==> src/rtl/otter_pkg.sv <==
// otter_pkg: shared types and constants for the OTTER fetch sequencer.
// Contents:
//   pcsrc_t        PC_SOURCE transfer codes (sequential, JALR, branch, JAL, MTVEC, MEPC)
//   fetch_state_t  fetch sequencer states
//   NOP_INSTR      instruction word held in IR after reset (addi x0,x0,0)
//   PC_INCR        sequential PC step
//   decode_src     maps the raw 3-bit PC_SOURCE code to pcsrc_t; unused codes act as sequential
package otter_pkg;

    typedef enum logic [2:0] {
        PCSRC_SEQ    = 3'd0,
        PCSRC_JALR   = 3'd1,
        PCSRC_BRANCH = 3'd2,
        PCSRC_JAL    = 3'd3,
        PCSRC_MTVEC  = 3'd4,
        PCSRC_MEPC   = 3'd5
    } pcsrc_t;

    typedef enum logic [1:0] {
        ST_IDLE,
        ST_FETCH,
        ST_HOLD,
        ST_DRAIN
    } fetch_state_t;

    localparam logic [31:0] NOP_INSTR = 32'h0000_0013;
    localparam logic [31:0] PC_INCR   = 32'd4;

    function automatic pcsrc_t decode_src(input logic [2:0] code);
        return (code > 3'd5) ? PCSRC_SEQ : pcsrc_t'(code);
    endfunction

endpackage

==> src/rtl/otter_fetch_ctrl_if.sv <==
// otter_fetch_ctrl_if: instruction-memory request/ack bus plus the IR valid/ready handoff.
// Signals:
//   imem_req, imem_addr   fetch request and address (driven by the fetch sequencer)
//   imem_ack, imem_data   request retired and instruction word (driven by memory)
//   ir_valid, ir, ir_pc   fetched instruction and its address (driven by the fetch sequencer)
//   ir_ready              consumer accepts IR this cycle (driven by decode/execute)
// Modports:
//   master  fetch sequencer side
//   slave   memory + consumer side
interface otter_fetch_ctrl_if;

    logic        imem_req;
    logic [31:0] imem_addr;
    logic        imem_ack;
    logic [31:0] imem_data;
    logic        ir_valid;
    logic        ir_ready;
    logic [31:0] ir;
    logic [31:0] ir_pc;

    modport master (
        output imem_req, imem_addr, ir_valid, ir, ir_pc,
        input  imem_ack, imem_data, ir_ready
    );

    modport slave (
        input  imem_req, imem_addr, ir_valid, ir, ir_pc,
        output imem_ack, imem_data, ir_ready
    );

endinterface

==> src/rtl/otter_pc_mux.sv <==
// otter_pc_mux: combinational control-transfer target select with alignment handling.
// Configuration: OTTER_FETCH_MISALIGN_EN
//   defined   - a target with bits [1:0] != 00 is replaced by MTVEC (word-aligned) and flagged
//   undefined - the target is word-aligned by masking; misaligned is always 0
// Ports:
//   src                                          decoded transfer select
//   jalr_tgt, branch_tgt, jal_tgt, mtvec, mepc   candidate targets
//   tgt                                          address to load into pc
//   misaligned                                   selected target was not word-aligned
module otter_pc_mux
    import otter_pkg::*;
(
    input  pcsrc_t      src,
    input  logic [31:0] jalr_tgt,
    input  logic [31:0] branch_tgt,
    input  logic [31:0] jal_tgt,
    input  logic [31:0] mtvec,
    input  logic [31:0] mepc,
    output logic [31:0] tgt,
    output logic        misaligned
);

    logic [31:0] raw;

    assign raw = (src == PCSRC_JALR)   ? jalr_tgt   :
                 (src == PCSRC_BRANCH) ? branch_tgt :
                 (src == PCSRC_JAL)    ? jal_tgt    :
                 (src == PCSRC_MTVEC)  ? mtvec      :
                 (src == PCSRC_MEPC)   ? mepc       : 32'h0;

`ifdef OTTER_FETCH_MISALIGN_EN
    assign misaligned = |raw[1:0];
    assign tgt        = misaligned ? (mtvec & ~32'h3) : raw;
`else
    assign misaligned = 1'b0;
    assign tgt        = raw & ~32'h3;
`endif

endmodule

==> src/rtl/otter_fetch_ctrl.sv <==
// otter_fetch_ctrl: OTTER fetch sequencer - owns pc, fetches over a req/ack memory port,
// hands instructions to decode with valid/ready and applies control transfers with flush.
// Configuration: OTTER_FETCH_MISALIGN_EN enables misaligned-target trapping to MTVEC.
// Parameters:
//   RESET_PC     pc value after reset
// Ports:
//   clk, rst_n                                   clock, asynchronous active-low reset
//   pc_source, xfer_valid                        transfer select and its qualifier
//   jalr_tgt, branch_tgt, jal_tgt, mtvec, mepc   transfer targets
//   bus                                          memory request/ack and IR valid/ready (master)
//   flush                                        one-cycle pulse after a redirect
//   misalign                                     one-cycle pulse with flush for a misaligned target
module otter_fetch_ctrl
    import otter_pkg::*;
#(
    parameter logic [31:0] RESET_PC = 32'h0000_0000
) (
    input  logic                      clk,
    input  logic                      rst_n,
    input  logic [2:0]                pc_source,
    input  logic                      xfer_valid,
    input  logic [31:0]               jalr_tgt,
    input  logic [31:0]               branch_tgt,
    input  logic [31:0]               jal_tgt,
    input  logic [31:0]               mtvec,
    input  logic [31:0]               mepc,
    otter_fetch_ctrl_if.master        bus,
    output logic                      flush,
    output logic                      misalign
);

    fetch_state_t state, state_nx;
    pcsrc_t       src;
    logic [31:0]  pc, pc_nx, tgt, addr_nx;
    logic         redirect, mis, issue, req_nx, valid_nx, load_ir;

    assign src      = decode_src(pc_source);
    assign redirect = xfer_valid && (src != PCSRC_SEQ);

    otter_pc_mux u_pc_mux (
        .src        (src),
        .jalr_tgt   (jalr_tgt),
        .branch_tgt (branch_tgt),
        .jal_tgt    (jal_tgt),
        .mtvec      (mtvec),
        .mepc       (mepc),
        .tgt        (tgt),
        .misaligned (mis)
    );

    always_ff @(posedge clk or negedge rst_n) begin
        if (!rst_n) begin
            state         <= ST_IDLE;
            pc            <= RESET_PC;
            bus.imem_req  <= 1'b0;
            bus.imem_addr <= RESET_PC;
            bus.ir        <= NOP_INSTR;
            bus.ir_pc     <= 32'h0;
            bus.ir_valid  <= 1'b0;
            flush         <= 1'b0;
            misalign      <= 1'b0;
        end else begin
            state         <= state_nx;
            pc            <= pc_nx;
            bus.imem_req  <= req_nx;
            bus.imem_addr <= addr_nx;
            bus.ir_valid  <= valid_nx;
            flush         <= redirect;
            misalign      <= redirect && mis;
            if (load_ir) begin
                bus.ir    <= bus.imem_data;
                bus.ir_pc <= bus.imem_addr;
            end
        end
    end

    // A redirect in FETCH without a same-cycle ack must let the live request retire in DRAIN.
    always_comb begin
        state_nx = (state == ST_IDLE)  ? ST_FETCH :
                   (state == ST_FETCH) ? (bus.imem_ack ? (redirect ? ST_FETCH : ST_HOLD)
                                                       : (redirect ? ST_DRAIN : ST_FETCH)) :
                   (state == ST_HOLD)  ? ((redirect || bus.ir_ready) ? ST_FETCH : ST_HOLD) :
                                         (bus.imem_ack ? ST_FETCH : ST_DRAIN);
    end

    // Outputs are computed from the next state and registered, so every port is a flop.
    // The address only changes when a fresh request is issued; an outstanding one keeps its address.
    always_comb begin
        pc_nx    = redirect                              ? tgt :
                   (state == ST_HOLD && bus.ir_ready)    ? pc + PC_INCR : pc;
        issue    = (state_nx == ST_FETCH) && !(state == ST_FETCH && !bus.imem_ack);
        req_nx   = (state_nx == ST_FETCH) || (state_nx == ST_DRAIN);
        addr_nx  = issue ? pc_nx : bus.imem_addr;
        valid_nx = (state_nx == ST_HOLD);
        load_ir  = (state == ST_FETCH) && bus.imem_ack && !redirect;
    end

endmodule

==> src/flat_wrapper.sv <==
// flat-port wrapper written by rule: the top's interface ports become plain ports
module otter_fetch_ctrl_flat import otter_pkg::*;
#(
    parameter logic [31:0] RESET_PC = 32'h0000_0000
)
  (clk, rst_n, pc_source, xfer_valid, jalr_tgt, branch_tgt, jal_tgt, mtvec, mepc, flush, misalign, bus_imem_req, bus_imem_addr, bus_ir_valid, bus_ir, bus_ir_pc, bus_imem_ack, bus_imem_data, bus_ir_ready);
  otter_fetch_ctrl_if bus_i ();
  input  logic clk;
  input  logic rst_n;
  input  logic [2:0] pc_source;
  input  logic xfer_valid;
  input  logic [31:0] jalr_tgt;
  input  logic [31:0] branch_tgt;
  input  logic [31:0] jal_tgt;
  input  logic [31:0] mtvec;
  input  logic [31:0] mepc;
  output logic flush;
  output logic misalign;
  output wire logic [$bits(bus_i.imem_req)-1:0] bus_imem_req;
  output wire logic [$bits(bus_i.imem_addr)-1:0] bus_imem_addr;
  output wire logic [$bits(bus_i.ir_valid)-1:0] bus_ir_valid;
  output wire logic [$bits(bus_i.ir)-1:0] bus_ir;
  output wire logic [$bits(bus_i.ir_pc)-1:0] bus_ir_pc;
  input wire logic [$bits(bus_i.imem_ack)-1:0] bus_imem_ack;
  input wire logic [$bits(bus_i.imem_data)-1:0] bus_imem_data;
  input wire logic [$bits(bus_i.ir_ready)-1:0] bus_ir_ready;
  assign bus_imem_req = bus_i.imem_req;
  assign bus_imem_addr = bus_i.imem_addr;
  assign bus_ir_valid = bus_i.ir_valid;
  assign bus_ir = bus_i.ir;
  assign bus_ir_pc = bus_i.ir_pc;
  assign bus_i.imem_ack = bus_imem_ack;
  assign bus_i.imem_data = bus_imem_data;
  assign bus_i.ir_ready = bus_ir_ready;
  otter_fetch_ctrl #(.RESET_PC(RESET_PC)) u_core (.clk(clk), .rst_n(rst_n), .pc_source(pc_source), .xfer_valid(xfer_valid), .jalr_tgt(jalr_tgt), .branch_tgt(branch_tgt), .jal_tgt(jal_tgt), .mtvec(mtvec), .mepc(mepc), .bus(bus_i), .flush(flush), .misalign(misalign));
endmodule
==> config.mk <==
export PLATFORM = sky130hd
export DESIGN_NAME = otter_fetch_ctrl_flat
export DESIGN_NICKNAME = d
export VERILOG_FILES = /design/src/rtl/otter_pkg.sv /design/src/rtl/otter_fetch_ctrl_if.sv /design/src/rtl/otter_pc_mux.sv /design/src/rtl/otter_fetch_ctrl.sv /design/src/flat_wrapper.sv
export SDC_FILE = /design/constraint.sdc
export NUM_CORES = 1
export LEC_CHECK = 0
export CAP_MARGIN = 15
export CORE_MARGIN = 4
export CORE_UTILIZATION = 23
export CTS_CLUSTER_SIZE = 12
export DETAILED_ROUTE_END_ITERATION = 8
export GPL_TIMING_DRIVEN = 0
export HOLD_SLACK_MARGIN = 0.12
export PLACE_DENSITY = 0.49
export SYNTH_ARGS = -nofsm -noshare
export SYNTH_HDL_FRONTEND = slang
export SYNTH_HIERARCHICAL = 1
export SYNTH_SLANG_ARGS = --single-unit
==> constraint.sdc <==
create_clock -name clk -period 5.2 [get_ports clk]
set_input_delay 1.56 -clock clk [delete_from_list [all_inputs] [get_ports clk]]
set_output_delay 1.56 -clock clk [all_outputs]
set_load 0.005 [all_outputs]
# ---- Word level (Yosys, flattened, before mapping)
# Cells that the tools add are included.
dict set report totals {
  register_bits 133
  latchBits 0
  ram_bits 0
  mem_bits_ro 0
  in_bits 200
  out_inout_bits 100
  word_cells 49
  memories 0
}
dict set report op_classes {
  addsub 1
  n_mul 0
  n_div 0
  n_lt_le_gt_ge 1
  eq_ne 10
  shifts 0
  mux 16
  n_bitwise 0
  n_reduce_logical 13
}
# cell n
set ops {}
lappend ops {{$mux W32} 7}
lappend ops {{$add A32 B3 Y32 const B} 1}
lappend ops {{$mux W2} 8}
lappend ops {{$eq A2 B2 Y1 const B} 3}
lappend ops {{$eq A3 B2 Y1 const B} 2}
lappend ops {{$eq A3 B3 Y1 const B} 2}
lappend ops {{$logic_and A1 B1 Y1} 6}
lappend ops {{$eq A2 B1 Y1 const B} 2}
lappend ops {{$eq A3 B1 Y1 const B} 1}
lappend ops {{$gt A3 B3 Y1 const B} 1}
lappend ops {{$logic_not A1 Y1} 3}
lappend ops {{$mux W3} 1}
lappend ops {{$reduce_bool A3 Y1} 1}
lappend ops {{$logic_not A2 Y1} 1}
lappend ops {{$logic_or A1 B1 Y1} 2}

# ---- Depth between registers and ports, before layout
# Gate-level depths: netlist of run 1.
dict set report logic_depth {
  ltp_word 11
  ltp_mapped 12
  ltp_nobuf 8
}

# ---- Modules after synthesis
# The synthesis of run 1 kept the hierarchy.
# module instances cells_each area_per_inst_um2 seq_area_each_um2
set modules_own_cells {}
lappend modules_own_cells {otter_fetch_ctrl 1 493 5814.3 3331.9}
lappend modules_own_cells {otter_pc_mux 1 176 1580.3 0.0}

# ---- Worst setup path after synthesis of run 1
# No wires, ideal clock.
dict set report synth_timing {
  path_kind {input to register}
  from {in xfer_valid}
  to {reg u_core.bus.imem_addr[20]}
  setup_time_ns 0.125
  arrival_ns 3.906
  required_ns 5.075
  path_slack_ns 1.169
  stages 10
  path_buffers 3
  path_cell_list {a21boi_0 nand2_2 buf_6 clkbuf_1 ha_1 nand3b_1 and3_1 a21oi_1 buf_2 mux2_2}
}
dict set report synth_between {
  elab_chain_cells 8
  word_cells_on_any_way 12
  classes_between {1 x eq/ne; 8 x mux; 3 x reduce/logical}
}
# item line
set synth_rtl {}
lappend synth_rtl {{start: declaration} flat_wrapper.sv:11} ;# input logic xfer_valid;
lappend synth_rtl {{$logic_and A1 B1 Y1 (*)} otter_fetch_ctrl.sv:38} ;# assign redirect = xfer_valid && (src != PCSRC_SEQ);
lappend synth_rtl {{$logic_or A1 B1 Y1} otter_fetch_ctrl.sv:82} ;# (state == ST_HOLD) ? ((redirect || bus.ir_ready) ? ST_FETCH : ST_HOLD) :
lappend synth_rtl {{$mux W2 (2 in a row)} otter_fetch_ctrl.sv:82}
lappend synth_rtl {{$mux W2} otter_fetch_ctrl.sv:80} ;# (state == ST_FETCH) ? (bus.imem_ack ? (redirect ? ST_FETCH : ST_HOLD)
lappend synth_rtl {{$mux W2} otter_fetch_ctrl.sv:79} ;# state_nx = (state == ST_IDLE) ? ST_FETCH :
lappend synth_rtl {{$eq A2 B1 Y1} otter_fetch_ctrl.sv:91} ;# issue = (state_nx == ST_FETCH) && !(state == ST_FETCH && !bus.imem_ack);
lappend synth_rtl {{$logic_and A1 B1 Y1} otter_fetch_ctrl.sv:91}
lappend synth_rtl {{end signal: assignment} otter_fetch_ctrl.sv:66} ;# bus.imem_addr <= addr_nx;
lappend synth_rtl {{end: declaration} otter_fetch_ctrl_if.sv:22} ;# output imem_req, imem_addr, ir_valid, ir, ir_pc,
# Every way passes the cells marked *; elsewhere a longest branch is shown, timed or not.
# A chain may end at the register's enable or synchronous reset.

# ---- Worst setup path in the final report of run 1
dict set report layout_timing {
  from {in pc_source[2]}
  to {reg u_core.bus.imem_addr[4]}
}
dict set report layout_between {
  elab_chain_cells 11
  word_cells_on_any_way 25
  classes_between {1 x order compare; 6 x eq/ne; 14 x mux; 4 x reduce/logical}
}
# item line
set layout_rtl {}
lappend layout_rtl {{start: declaration} flat_wrapper.sv:10} ;# input logic [2:0] pc_source;
lappend layout_rtl {{$gt A3 B3 Y1} otter_pkg.sv:30} ;# return (code > 3'd5) ? PCSRC_SEQ : pcsrc_t'(code);
lappend layout_rtl {{$mux W3 (*)} otter_pkg.sv:30}
lappend layout_rtl {{$reduce_bool A3 Y1} otter_fetch_ctrl.sv:38}
lappend layout_rtl {{$logic_and A1 B1 Y1} otter_fetch_ctrl.sv:38}
lappend layout_rtl {{$logic_or A1 B1 Y1} otter_fetch_ctrl.sv:82}
lappend layout_rtl {{$mux W2 (2 in a row)} otter_fetch_ctrl.sv:82}
lappend layout_rtl {{$mux W2} otter_fetch_ctrl.sv:80}
lappend layout_rtl {{$mux W2} otter_fetch_ctrl.sv:79}
lappend layout_rtl {{$eq A2 B1 Y1} otter_fetch_ctrl.sv:91}
lappend layout_rtl {{$logic_and A1 B1 Y1} otter_fetch_ctrl.sv:91}
# Marked as above.

==> flow_metrics.env, run 1 <==
export IMPL_outcome="finished, final reports clean"
export IMPL_start_kind="input pin"
export IMPL_critPathMaxFanout=10
export IMPL_synth_compound_area_share_pct=11.57
export IMPL_synth_adder_area_share_pct=0.3384
export IMPL_rows=65
export IMPL_area_growth_pct=54.60
export IMPL_antenna_found_initial=0
export IMPL_die_w_um=187.3
export IMPL_final_core_util_pct=36.14
export IMPL_synthesis_area_mm2=0.007395
export IMPL_crit_slowest_cell="a21boi_0"
export IMPL_synth_distinct_cells=59
export IMPL_slew_viol_final=0
export IMPL_drive_above_1_share_pct=21.15
export IMPL_synthSimpleGateAreaFrac_pct=14.64
export IMPL_cts_buffer_depth=2
export IMPL_postRouteAntennaNets=0
export IMPL_hold_path_class="flop to flop"
export IMPL_synth_edf_count=0
export IMPL_place_ws_ns=-0.1817
export IMPL_cp_cell_sequence="clkdlybuf4s50_1 -> a21boi_0 -> nand2_2 -> buf_6 -> clkbuf_1 -> ha_1 -> nand3b_1 -> and3_1 -> a21oi_1 -> buf_2 -> mux2_2"
export IMPL_cp_arrival_ns=5.13
export IMPL_synth_area_leaders="dfrtp_1, mux2_2, mux2_4"
export IMPL_grt_max_degree=89
export IMPL_gp_congestion=0.8406
export IMPL_cts_root_buf="clkbuf_16"
export IMPL_whs_ns=0.5017
export IMPL_first_pass_iters=4
export IMPL_cts_max_level=4
export IMPL_ys_ff_latch=133
export IMPL_setup_viol=0
export IMPL_setup_tns_ns=0
export IMPL_clk_latency_ns=0.42
export IMPL_crit_path_end_kind="flop"
export IMPL_gr_total_overflow=0
export IMPL_dp_hpwl_um=21440
export IMPL_grt_pass1_vias=6717
export IMPL_fin_crit_ns=4.835
export IMPL_dieArea_mm2=0.03508
export IMPL_grt_first_pass_wirelength_um=40830
export IMPL_finClkSkew_ns=0.007254
export IMPL_cts_tree="built"
export IMPL_synth_area_leader_cell="dfrtp_1"
export IMPL_crit_type="input pin to flop"
export IMPL_fin_nets=1182
export IMPL_postSynthCellCount=669
export IMPL_die_h_um=187.3
export IMPL_period_share_pct=92.98
export IMPL_wl_um=26890
export IMPL_numCtsBuffers=17
export IMPL_cts_sinks=133
export IMPL_vdd_drop_max_mv=0.2304
export IMPL_synthArstFlopShare_pct=100.0
export IMPL_io_buffers=289
export IMPL_worst_pin_slew_ns=0.8121
export IMPL_ys_flop_type="dfrtp_1"
export IMPL_initial_utilization_pct=23.37
export IMPL_hold_viol=0
export IMPL_coreArea_mm2=0.03164
export IMPL_syn_avg_cell_area_um2=11.05
export IMPL_max_freq_ghz=0.2068
export IMPL_leakagePower_nw=4.544
export IMPL_cp_required_ns=5.50
export IMPL_synth_mux_area_share_pct=22.30
export IMPL_cap_violations=0
export IMPL_drtIter0Drc=271
export IMPL_via_count=6375
export IMPL_seq_area_frac_synth_pct=45.06
export IMPL_clk_pin_slew_ns=0.06
export IMPL_worst_slack_ns=0.3649
export IMPL_synth_xor_area_share_pct=2.014
export IMPL_dpl_instance_area_mm2=0.01083
export IMPL_drcViolationCount=0
export IMPL_via_per_inst=4.570
export IMPL_stdcell_area_mm2=0.01143
export IMPL_antenna_diode_count=0
export IMPL_cpPeakStageDelay_ns=0.52
export IMPL_grt_usage_pct=15.08
export IMPL_powerDensity_mw_per_mm2=431.0
export IMPL_synth_top_family_by_area="multiplexers"
export IMPL_yosys_warnings=6
export IMPL_routedWlPerCell_um=19.27
export IMPL_post_synth_top_area_fraction_pct=43.99
export IMPL_relSlewSlack_pct=45.36
export IMPL_rsz0062_at_grt="no"
export IMPL_ioPinCount=300
final timing paths:
kind | cells past startpoint | end | slack (ns) | startpoint
max in group asynchronous | 2 | u_core/bus.ir_pc[9] | 3.29 | rst_n
min in group asynchronous | 1 | u_core/bus.ir[16] | 1.08 | rst_n
worst min register to register | 1 | u_core/bus.ir_pc[18] | 0.50 | u_core/bus.ir_pc[18]
worst max register to register | 6 | u_core/bus.imem_addr[29] | 2.60 | u_core/state[0]
worst min-delay path | 1 | u_core/bus.ir_pc[18] | 0.50 | u_core/bus.ir_pc[18]
worst max-delay path | 11 | u_core/bus.imem_addr[4] | 0.36 | pc_source[2]
repair_timing:
item / in CTS / in global routing
hold buffers: 0 / 0
endpoints found under the setup margin: 0 / 1
buffers inserted: 0 / 0
resized for setup: 0 / 1
registers in the layout, summed over array words and instances (netlist names):
| signal | flops |
|---|---|
| u_core/pc | 32 |
| u_core/flush | 1 |
| u_core/bus.imem_addr | 32 |
| u_core/bus.ir | 32 |
| u_core/bus.ir_valid | 1 |
| u_core/state | 2 |
| u_core/misalign | 1 |
| u_core/bus.ir_pc | 32 |
through the flow:
| step | instances | power, W |
|---|---|---|
| 2_1_floorplan | 671 | 0.002521 |
| 3_3_place_gp | 1362 | 0.003728 |
| 3_5_place_dp | 1363 | 0.003748 |
| 4_1_cts | 1395 | 0.005034 |
| 5_1_grt | 1395 | 0.005263 |
| 6_report | 1395 | 0.004927 |
routing by layer:
layer	vias to the layer above	GRT usage [%]	share of wire, %
met1	3122	18.74	43
met2	167	26.20	51
li1	3062	-	-
met5	-	0	0
met3	24	3.471	4.6
met4	0	4.295	2.0
cell type report:
cell class	count	area, um2
inverters	4	15.01
clock inverters	15	178.9
fillers	3188	20200
flip-flops and latches	133	3332
plain buffers	46	284.0
repair buffers	290	2922
well taps	402	503.0
multi-input cells	488	3772
clock buffers	17	425.4
Yosys cell counts (4+ instances only):
| cell | instances |
|---|---|
| buf_2 | 16 |
| or3_1 | 6 |
| mux2i_1 | 32 |
| dfrtp_1 | 130 |
| a31oi_1 | 8 |
| mux2_4 | 27 |
| nand4_1 | 13 |
| xor2_1 | 10 |
| a21oi_1 | 14 |
| nor4_1 | 10 |
| nor2b_1 | 5 |
| or4_1 | 4 |
| nand3_1 | 24 |
| nand2_1 | 105 |
| buf_1 | 4 |
| o221ai_2 | 27 |
| nor2_1 | 33 |
| mux2_2 | 79 |
| clkbuf_1 | 10 |
| buf_4 | 9 |
| xnor2_1 | 7 |
| nor3_1 | 7 |
| o21ai_0 | 18 |
| o221ai_1 | 4 |
| o211ai_1 | 4 |
| a22oi_1 | 6 |
cells by family (layout without fill, tap and decap cells):
| kind of cell | Yosys count | count (layout) |
|---|---|---|
| AND/OR/NAND/NOR | 228 | 228 |
| flip-flops | 133 | 133 |
| AO/OA/AOI/OAI | 97 | 97 |
| buffers and inverters | 50 | 372 |
| other | 1 | 3 |
| multiplexers | 141 | 141 |
| adder cells (fa/ha/maj) | 2 | 2 |
| XOR/XNOR | 17 | 17 |
power breakdown:
part / switching, W / internal [W] / leakage [nW]
registers: 0.000298 / 0.00146 / 1.59
logic: 0.000705 / 0.00122 / 2.67
clock network: 0.000481 / 0.000757 / 0.286
total: 0.00148 / 0.00344 / 4.54
critical path, delay by kind of cell:
| family | cells | cell delay, ns |
|---|---|---|
| buf+inv | 4 | 1.30 |
| mux | 1 | 0.37 |
| compound gates | 2 | 0.83 |
| fa+ha+maj | 1 | 0.40 |
| simple gates | 3 | 0.66 |
cells in the final DEF, fill, tap and decap left out, types with 13 or more instances in the layout:
cell type and count:
clkdlybuf4s50_1 288, dfrtp_1 130, nand2_1 105, mux2_2 79
nor2_1 33, mux2i_1 32, mux2_4 27, o221ai_2 27
nand3_1 24, o21ai_0 18, clkbuf_16 17, buf_2 16
a21oi_1 14, nand4_1 13
(Power assumes the default switching activity.)
==> run 2: changes to the inputs <==
--- a/config.mk
+++ b/config.mk
@@ -6,7 +6,7 @@
 export NUM_CORES = 1
 export LEC_CHECK = 0
 export CAP_MARGIN = 15
-export CORE_MARGIN = 4
+export CORE_MARGIN = 5
 export CORE_UTILIZATION = 23
 export CTS_CLUSTER_SIZE = 12
 export DETAILED_ROUTE_END_ITERATION = 8
==> flow_metrics.env, run 2 (same netlist as run 1, synthesis figures left out) <==
export IMPL_cp_required_ns=5.50
export IMPL_finClkSkew_ns=0.007721
export IMPL_via_per_inst=4.551
export IMPL_stdcell_area_mm2=0.01142
export IMPL_dp_hpwl_um=22020
export IMPL_fin_crit_ns=4.874
export IMPL_dpl_instance_area_mm2=0.01083
export IMPL_cts_sinks=133
export IMPL_cts_buffer_depth=2
export IMPL_gr_usage_met2_pct=25.20
export IMPL_grt_first_pass_wirelength_um=41160
export IMPL_slew_viol_final=0
export IMPL_leakagePower_nw=4.533
export IMPL_final_core_util_pct=36.10
export IMPL_worst_pin_slew_ns=0.7804
export IMPL_coreArea_mm2=0.03164
export IMPL_vdd_drop_max_mv=0.2283
export IMPL_layout_commonest_cell="clkdlybuf4s50_1"
export IMPL_holdBufCountCts=0
export IMPL_crit_type="input pin to flop"
export IMPL_area_growth_pct=54.45
export IMPL_first_pass_iters=5
export IMPL_postRouteAntennaNets=0
export IMPL_clk_pin_slew_ns=0.06
export IMPL_intPower_w=0.003452
export IMPL_switching_share_pct=30.14
export IMPL_antenna_diode_count=0
export IMPL_hold_path_class="flop to flop"
export IMPL_p_comb_share_pct=39.1
export IMPL_cts_root_buf="clkbuf_16"
export IMPL_rows=65
export IMPL_via_count=6339
export IMPL_grt_max_degree=91
export IMPL_clkPwrFrac_pct=25.3
export IMPL_die_h_um=189.3
export IMPL_ioPinCount=300
export IMPL_drtIter0Drc=340
export IMPL_grt_pass1_vias=6515
export IMPL_hold_viol=0
export IMPL_final_cell_mix="clkdlybuf4s50_1, dfrtp_1, nand2_1"
export IMPL_cap_violations=0
export IMPL_cp_arrival_ns=5.18
export IMPL_ctsResizeCount=0
export IMPL_max_freq_ghz=0.2052
export IMPL_io_buffers=289
export IMPL_period_share_pct=93.73
export IMPL_wl_um=27600
export IMPL_cts_tree="built"
export IMPL_dieArea_mm2=0.03584
export IMPL_post_cts_repair_setup_buffers=0
export IMPL_clk_latency_ns=0.42
export IMPL_numCtsBuffers=17
export IMPL_met3_usage_pct=3.429
export IMPL_drcViolationCount=0
export IMPL_relSlewSlack_pct=47.49
export IMPL_rsz0062_at_grt="no"
export IMPL_p_sw_w=0.001489
export IMPL_grt_usage_pct=15.14
export IMPL_start_kind="input pin"
export IMPL_antenna_found_initial=0
export IMPL_outcome="finished, final reports clean"
export IMPL_gp_congestion=0.8561
export IMPL_gr_total_overflow=0
export IMPL_setup_viol=0
export IMPL_gr_usage_met1_pct=20.12
export IMPL_grt_busiest_layer="met2"
export IMPL_drive_above_1_share_pct=20.79
export IMPL_crit_path_end_kind="flop"
export IMPL_routedWlPerCell_um=19.81
export IMPL_p_seq_share_pct=35.6
export IMPL_cts_max_level=4
export IMPL_initial_utilization_pct=23.37
export IMPL_die_w_um=189.3
export IMPL_critPathMaxFanout=10
export IMPL_fin_nets=1181
export IMPL_fillers=3174
export IMPL_powerDensity_mw_per_mm2=432.6
[run 2: cell count changes in the layout (fill, tap and decap cells not counted), sizes merged]
cell    previous run  this run
clkinv             5         2
inv                7         6
clkbuf            30        32
[run 2: final cells by class]
| type | count | area [um2] | share of cell area, % |
|---|---|---|---|
| Multi-Input combinational cell | 488 | 3772 | 33.03 |
| Clock inverter | 11 | 151.4 | 1.326 |
| Sequential cell | 133 | 3332 | 29.17 |
| Tap cell | 402 | 503.0 | 4.404 |
| Clock buffer | 20 | 446.7 | 3.911 |
| Timing Repair Buffer | 290 | 2922 | 25.58 |
| Buffer | 45 | 279.0 | 2.443 |
| Inverter | 4 | 15.01 | 0.1315 |
[run 2: power by group through the flow]
stage	Clock [W]	Sequential, W	Combinational, W
detailed placement	0	0.00179	0.00196
finish	0.00125	0.00176	0.00193
global route	0.00133	0.00183	0.00209
CTS	0.00130	0.00178	0.00197
floorplan	0	0.00175	0.000774
global placement	0	0.00178	0.00196
[run 2: path summary, 6_finish.rpt]
| kind | from | endpoint | slack (ns) | cells after the start |
|---|---|---|---|---|
| max in group asynchronous | rst_n | u_core/bus.ir_pc[29] | 3.33 | 2 |
| max reg2reg | u_core/state[0] | u_core/bus.imem_addr[29] | 2.63 | 6 |
| min reg2reg | u_core/pc[0] | u_core/pc[0] | 0.50 | 1 |
| max | xfer_valid | u_core/bus.imem_addr[8] | 0.33 | 11 |
| min | u_core/pc[0] | u_core/pc[0] | 0.50 | 1 |
| min in group asynchronous | rst_n | u_core/bus.ir_pc[13] | 1.07 | 1 |
[run 2: critical path: stages]
cell	delay, ns
clkdlybuf4s50_1	0.48
a21boi_0	0.47
nand2_2	0.30
buf_6	0.23
clkbuf_1	0.29
ha_1	0.42
nand3b_1	0.10
and3_1	0.26
a21oi_1	0.32
buf_2	0.35
mux2_2	0.38
[run 2: metal layers]
layer	part of all wire [%]	wire length, um	vias to the layer above
li1	-	-	3064
met1	44	12240	3070
met2	49	13610	182
met3	4.8	1325	23
met4	1.5	415	0
met5	0	0	-
[run 2: through the flow]
stage / worst slack [ns] / instances / hold WS [ns] / power (W) / setup TNS (ns)
finish: 0.3262 / 1393 / 0.5006 / 0.004941 / 0
global route: 0.01271 / 1393 / 0.5141 / 0.005252 / 0
CTS: 0.2048 / 1394 / 0.5030 / 0.005049 / 0
detailed placement: -0.2504 / 1363 / 0.4888 / 0.003755 / -2.537
global placement: -3.394 / 1362 / 0.4802 / 0.003735 / -446.61
floorplan: 1.169 / 671 / 0.4721 / 0.002521 / 0
==> run 3: changes to the inputs <==
--- a/config.mk
+++ b/config.mk
@@ -5,7 +5,7 @@
 export SDC_FILE = /design/constraint.sdc
 export NUM_CORES = 1
 export LEC_CHECK = 0
-export CAP_MARGIN = 15
+export CAP_MARGIN = 10
 export CORE_MARGIN = 5
 export CORE_UTILIZATION = 23
 export CTS_CLUSTER_SIZE = 12
@@ -17,3 +17,4 @@
 export SYNTH_HDL_FRONTEND = slang
 export SYNTH_HIERARCHICAL = 1
 export SYNTH_SLANG_ARGS = --single-unit
+export TNS_END_PERCENT = 10
==> results of run 3 <==
Same layout as run 2: the final DEF is identical, and so are final timing and power.
